**src/rtl/bcd_scan_ctrl.sv**
```systemverilog
// BCD digit sequencer driving a bddec decoder: timed stepping with run/stop, direction and load.
// Define BCD_SCAN_CHECK_EN to compare the decoder's one-hot return against the current digit.
module bcd_scan_ctrl #(
  parameter int         DWELL_W   = 8,
  parameter logic [3:0] RST_DIGIT = 4'd0
) (
  input  logic               clk,
  input  logic               rst_n,
  input  logic               start,
  input  logic               stop,
  input  logic               up,
  input  logic               load,
  input  logic [3:0]         load_val,
  input  logic [DWELL_W-1:0] dwell,
  output logic               a0,
  output logic               a1,
  output logic               a2,
  output logic               a3,
  input  logic [9:0]         dec_in,
  output logic [3:0]         digit,
  output logic               busy,
  output logic               step,
  output logic               wrap,
  output logic               load_bad,
  output logic               err,
  output logic [3:0]         err_digit
);

  localparam logic [0:0] IDLE = 1'b0;
  localparam logic [0:0] RUN  = 1'b1;

  logic [0:0]         state;
  logic [DWELL_W-1:0] cnt;
  logic [DWELL_W-1:0] lim_m1;
  logic               load_ok;
  logic               at_end;

  function automatic logic [3:0] next_digit(input logic [3:0] d, input logic dir_up);
    if (dir_up) return (d >= 4'd9) ? 4'd0 : d + 4'd1;
    else        return (d == 4'd0) ? 4'd9 : d - 4'd1;
  endfunction

  function automatic logic wraps(input logic [3:0] d, input logic dir_up);
    return dir_up ? (d >= 4'd9) : (d == 4'd0);
  endfunction

  // A dwell of 0 behaves as 1; ">=" makes a shrunk dwell advance on the next cycle.
  assign lim_m1  = (dwell == '0) ? '0 : dwell - DWELL_W'(1);
  assign at_end  = (cnt >= lim_m1);
  assign load_ok = load && (load_val <= 4'd9);

  always_ff @(posedge clk or negedge rst_n) begin
    if (!rst_n) begin
      state    <= IDLE;
      digit    <= RST_DIGIT;
      cnt      <= '0;
      step     <= 1'b0;
      wrap     <= 1'b0;
      load_bad <= 1'b0;
    end else begin
      step     <= 1'b0;
      wrap     <= 1'b0;
      load_bad <= load && (load_val > 4'd9);
      if (load_ok) begin
        digit <= load_val;
        cnt   <= '0;
      end else if (stop) begin
        state <= IDLE;
        cnt   <= '0;
      end else if (state == IDLE) begin
        if (start) begin
          state <= RUN;
          cnt   <= '0;
        end
      end else if (at_end) begin
        cnt   <= '0;
        digit <= next_digit(digit, up);
        step  <= 1'b1;
        wrap  <= wraps(digit, up);
      end else begin
        cnt <= cnt + DWELL_W'(1);
      end
    end
  end

  assign busy = (state == RUN);
  assign a0   = digit[3];
  assign a1   = digit[2];
  assign a2   = digit[1];
  assign a3   = digit[0];

`ifdef BCD_SCAN_CHECK_EN
  logic [9:0] exp_onehot;
  assign exp_onehot = 10'd1 << digit;

  // First mismatch is latched; later ones are ignored until reset.
  always_ff @(posedge clk or negedge rst_n) begin
    if (!rst_n) begin
      err       <= 1'b0;
      err_digit <= 4'd0;
    end else if (!err && (dec_in != exp_onehot)) begin
      err       <= 1'b1;
      err_digit <= digit;
    end
  end
`else
  logic unused_dec;
  assign unused_dec = ^dec_in;
  assign err        = 1'b0;
  assign err_digit  = 4'd0;
`endif

endmodule

```
**config.mk**
```make
export PLATFORM = sky130hd
export DESIGN_NAME = bcd_scan_ctrl
export DESIGN_NICKNAME = d
export VERILOG_FILES = /design/src/rtl/bcd_scan_ctrl.sv
export SDC_FILE = /design/constraint.sdc
export NUM_CORES = 1
export LEC_CHECK = 0
export ABC_AREA = 0
export ABC_CLOCK_PERIOD_IN_PS = 3310
export CELL_PAD_IN_SITES_DETAIL_PLACEMENT = 1
export CELL_PAD_IN_SITES_GLOBAL_PLACEMENT = 2
export CORE_UTILIZATION = 28
export CTS_CLUSTER_DIAMETER = 150
export CTS_CLUSTER_SIZE = 10
export DETAILED_ROUTE_END_ITERATION = 6
export PLACE_DENSITY_LB_ADDON = 0.2
export SYNTH_ARGS = -nofsm -noshare
export SYNTH_HDL_FRONTEND = slang
export SYNTH_SLANG_ARGS = --single-unit
```
**constraint.sdc**
```tcl
create_clock -name clk -period 3.31 [get_ports clk]
set_input_delay 0.662 -clock clk [delete_from_list [all_inputs] [get_ports clk]]
set_output_delay 0.662 -clock clk [all_outputs]
set_load 0.01 [all_outputs]
```
# Word level (Yosys, flattened, before mapping)

Cells that the tools add are included.
W data, S select, Z words.

Bits in registers: 16
Bits of input ports: 28
Output and inout bits: 17
Logic and storage cells: 48

Add/sub/neg operators: 4
Order comparisons: 4
Equal/unequal tests: 1
Multiplexer cells: 25
Reductions and logical operators: 8

Operators with widths:

| kind                  | count |
|---|---|
| $mux W8               | 6 |
| $mux W4               | 7 |
| $mux W1               | 12 |
| $add A8 B1 Y8 const B | 1 |
| $ge A8 B8 Y1          | 1 |
| $logic_not A8 Y1      | 1 |
| $sub A8 B1 Y8 const B | 1 |
| $add A4 B1 Y4 const B | 1 |
| $ge A4 B4 Y1 const B  | 1 |
| $gt A4 B4 Y1 const B  | 1 |
| $le A4 B4 Y1 const B  | 1 |
| $logic_not A4 Y1      | 1 |
| $reduce_bool A2 Y1    | 2 |
| $reduce_bool A4 Y1    | 1 |
| $sub A4 B1 Y4 const B | 1 |
| $reduce_and A3 Y1     | 1 |
| $logic_and A1 B1 Y1   | 2 |
| $ne A2 B1 Y1 const B  | 1 |

# Depth between registers and ports, before layout

Depth in word-level cells: 7
Gate-level depth with buffers: 13
Mapped depth without buffers: 12

# Worst setup path after synthesis

OpenSTA, ideal clock, no wires.

Path type: input -> register
From: input port dwell[3]
To: register digit[0]
Library setup time: 0.126 ns
Arrival time: 2.501 ns
Slack: 0.682 ns
Stages: 12
Cells stage by stage: nor2_1 nand3_1 or4_1 nor3_1 a21oi_1 ha_1 o21ai_0 nor2_1 nor2_1 a21o_1 buf_2 mux2i_1

Longest elaborated chain between the ends: 5
Elaborated cells between the ends (all ways): 6
Those cells by class: 1 x add/sub; 1 x order compare; 1 x mux; 3 x reduce/logical

RTL lines:

| item                                                     | line | source |
|---|---|---|
| start: declaration                                       | 14   | `input logic [DWELL_W-1:0] dwell,` |
| $sub A8 B1 Y8 / $logic_not A8 Y1 (equally long branches) | 48   | `assign lim_m1 = (dwell == '0) ? '0 : dwell - DWELL_W'(1);` |
| $mux W8 *                                                | 48   |  |
| $ge A8 B8 Y1 *                                           | 49   | `assign at_end = (cnt >= lim_m1);` |
| $reduce_bool A2 Y1 (no source line) *                    | -    |  |
| $reduce_and A3 Y1 (no source line) *                     | -    |  |
| end signal: assignment                                   | 65   | `digit <= load_val;` |
| end signal: assignment                                   | 77   | `digit <= next_digit(digit, up);` |
| end: declaration                                         | 20   | `output logic [3:0] digit,` |

Every way passes the cells marked *; elsewhere a longest branch is shown, timed or not.
A chain may end at the register's enable or synchronous reset.

# Worst setup path after layout

From: input port dwell[3]
To: register cnt[1]

Longest elaborated chain between the ends: 7
Elaborated cells between the ends (all ways): 8
Those cells by class: 1 x add/sub; 1 x order compare; 5 x mux; 1 x reduce/logical

RTL lines:

| item                                                     | line | source |
|---|---|---|
| $sub A8 B1 Y8 / $logic_not A8 Y1 (equally long branches) | 48   |  |
| $mux W8 *                                                | 48   |  |
| $ge A8 B8 Y1 *                                           | 49   |  |
| $mux W8 *                                                | 75   | `end else if (at_end) begin` |
| $mux W8 *                                                | 70   | `end else if (state == IDLE) begin` |
| $mux W8 *                                                | 67   | `end else if (stop) begin` |
| $mux W8 *                                                | 64   | `if (load_ok) begin` |
| end signal: assignment                                   | 81   | `cnt <= cnt + DWELL_W'(1);` |
| end: declaration                                         | 33   | `logic [DWELL_W-1:0] cnt;` |

Marked as above.

==> flow_summary.yaml <==
grt:
  grt_usage: 0.1538
  antenna_found_initial: 0
  grt_max_degree: 17
  overflow: 0
  grt_pass1_vias: 1343
  grt_pass1_wl_um: 6306
timing:
  drv_slew: 0
  fin_setup_tns_ns: 0
  slew_headroom: 0.5084
  min_period_over_period: 0.9059
  finClkSkew_ns: 0.002764
  period_minus_slack_ns: 2.998
  tightest_slew_ns: 0.7351
  fmax_mhz: 333.5
  hold_slack_ns: 0.5756
  hold_viol_final: 0
  rsz0062_at_grt: "false"
  setup_viol: 0
routing:
  vias: 1313
  routed_wl_um: 3629
  remaining_drc_errors: 0
  drt_iter0_drc: 45
  drt-pass1-iter-count: 6
  vias_per_cell: 5.031
  ant_nets: 0
  avgRoutedWirePerCell_um: 13.90
synth:
  ys.flop_type: "dfrtp_1"
  syn_inst: 165
  yosysSeqAreaShare: 0.2878
  syn_area_per_cell_um2: 8.432
  synth_edf_count: 0
  synth-seq-cells: 16
  ys_types: 44
  yosysWarnings: 0
  ys_async_sr_fraction: 1.000
  syn_area_mm2: 0.001391
final_layout:
  stdcell_count: 261
  drive_above_1_share: 0.08247
  area_growth_pct: 28.51
  nFillCells: 584
  diodes: 0
  fin_nets: 236
outcome:
  status: "completed"
clocking:
  cts_root_buffer: "clkbuf_8"
  path_clk_slew_ns: 0.07
  max-clock-path-buffers: 2
  insertion_delay_ns: 0.25
  cts_hold_buf: 0
  cts_buffers: 3
  cts.sinks: 16
  htreeDepth: 1
  cts_tree: "built"
pwr:
  power.density_mw_per_mm2: 334.1
  p_leak_nw: 0.8161
  ir_drop_mv: 0.1466
  p_total_uw: 597.3
floorplan:
  ios: 45
  dieArea_mm2: 0.005255
  die_y_um: 72.49
  coreArea_mm2: 0.004755
  start_util: 0.2926
  rows: 25
  dieWidth_um: 72.49
worst_setup_path:
  r2r_cells: 6
  crit_path_end_kind: "flip-flop"
  worst_ep_required_time_ns: 3.45
  start_kind: "input pin"
  critPathKind: "input pin to flip-flop"
  cp_max_fo: 12
  worstPathArrival_ns: 3.14
hold_path:
  worstHoldPathCells: 2
  hp-class: "flip-flop to flip-flop"
job:
  maxCapViolations: 0
place:
  place_hpwl_um: 2915
  io_buffers: 29
  gp_congestion: 0.7818
  dp_cells: 257
## path summary, 6_finish.rpt
path | slack, ns | endpoint | startpoint
setup / recovery | 0.31 | cnt[1]$_DFFE_PN0P_ | dwell[3]
hold / removal | 0.58 | cnt[7]$_DFFE_PN0P_ | cnt[7]$_DFFE_PN0P_
max in group asynchronous | 2.00 | busy$_DFFE_PN0N_ | rst_n
setup reg to reg | 1.36 | digit[3]$_DFFE_PN0P_ | digit[0]$_DFFE_PN0P_
min in group asynchronous | 0.84 | cnt[7]$_DFFE_PN0P_ | rst_n
hold reg to reg | 0.58 | cnt[7]$_DFFE_PN0P_ | cnt[7]$_DFFE_PN0P_
## report_power, final
group          total, mW  internal (mW)  switching, mW
combinational      0.187          0.101         0.0858
clock              0.177          0.106         0.0717
sequential         0.233          0.207         0.0266
total              0.597          0.413          0.184
## registers in the layout (all words and copies together) (netlist names)
register	count
busy	1
cnt	8
step	1
digit	4
wrap	1
load_bad	1
## area by class of cell
| cell class | instances | area (um2) | share of cell area |
|---|---|---|---|
| multi-input combinational | 128 | 872.1 | 0.4878 |
| sequential | 16 | 400.4 | 0.2239 |
| timing repair buffer | 35 | 335.3 | 0.1875 |
| tap | 67 | 83.83 | 0.04689 |
| clock buffer | 4 | 55.05 | 0.03079 |
| inverter | 11 | 41.29 | 0.02309 |
## metrics by stage
step | area, um2 | util | worst slack, ns
after CTS | 1784 | 0.3753 | 0.2032
after global placement | 1729 | 0.3637 | 0.04707
after global routing | 1788 | 0.3761 | 0.06370
after floorplan | 1406 | - | 0.6823
final | 1788 | 0.3761 | 0.3116
after detailed placement | 1729 | 0.3637 | -0.06104
## synth_stat cells, types with 3 or more instances
cell type / n / area share
a21oi_1: 6 / 0.022
a31oi_1: 6 / 0.027
buf_4: 9 / 0.049
dfrtp_1: 16 / 0.29
ha_1: 13 / 0.12
inv_1: 10 / 0.027
mux2i_1: 9 / 0.065
nand2_1: 13 / 0.035
nand3_1: 11 / 0.040
nand4_1: 3 / 0.013
nor2_1: 13 / 0.035
nor3_1: 9 / 0.032
o211ai_1: 3 / 0.016
o21ai_0: 3 / 0.011
o21ai_1: 4 / 0.014
## cells by family after synthesis
logic type               synth area share
flip-flops                         0.2878
AND/OR/NAND/NOR                    0.2284
XOR/XNOR                          0.01259
adder cells (fa/ha/maj)            0.1169
multiplexers                      0.08094
other                            0.002695
AO/OA/AOI/OAI                      0.1718
buffers and inverters             0.09892
## metal layers
layer | vias up | GRT usage | share of wire
met5 | - | 0 | 0
met2 | 29 | 0.2596 | 0.49
met4 | 0 | 0.02614 | 0.0039
met1 | 644 | 0.2041 | 0.47
met3 | 2 | 0.03333 | 0.035
li1 | 638 | - | -
## cell usage in the layout (no fill, tap or decap), types with 9 or more instances in the layout
master / n
inv_1: 10
nand3_1: 11
dfrtp_1: 16
nand2_1: 13
nor3_1: 9
clkdlybuf4s50_1: 29
ha_1: 13
nor2_1: 12
mux2i_1: 9
## critical path: stages
cell and delay (ns):
clkdlybuf4s50_1 0.42, nor2_1 0.16, nand3_1 0.16, or4_1 0.45
nor3_1 0.15, a21oi_1 0.07, ha_1 0.30, nand4_1 0.11
a31o_1 0.21, buf_4 0.18, a32o_1 0.26
## repair_timing
item,4_1_cts,5_1_grt
setup endpoints to repair,0,2
buffers inserted,0,0
gates resized for setup,0,2
Note: power is estimated with default switching activity, not from simulation.
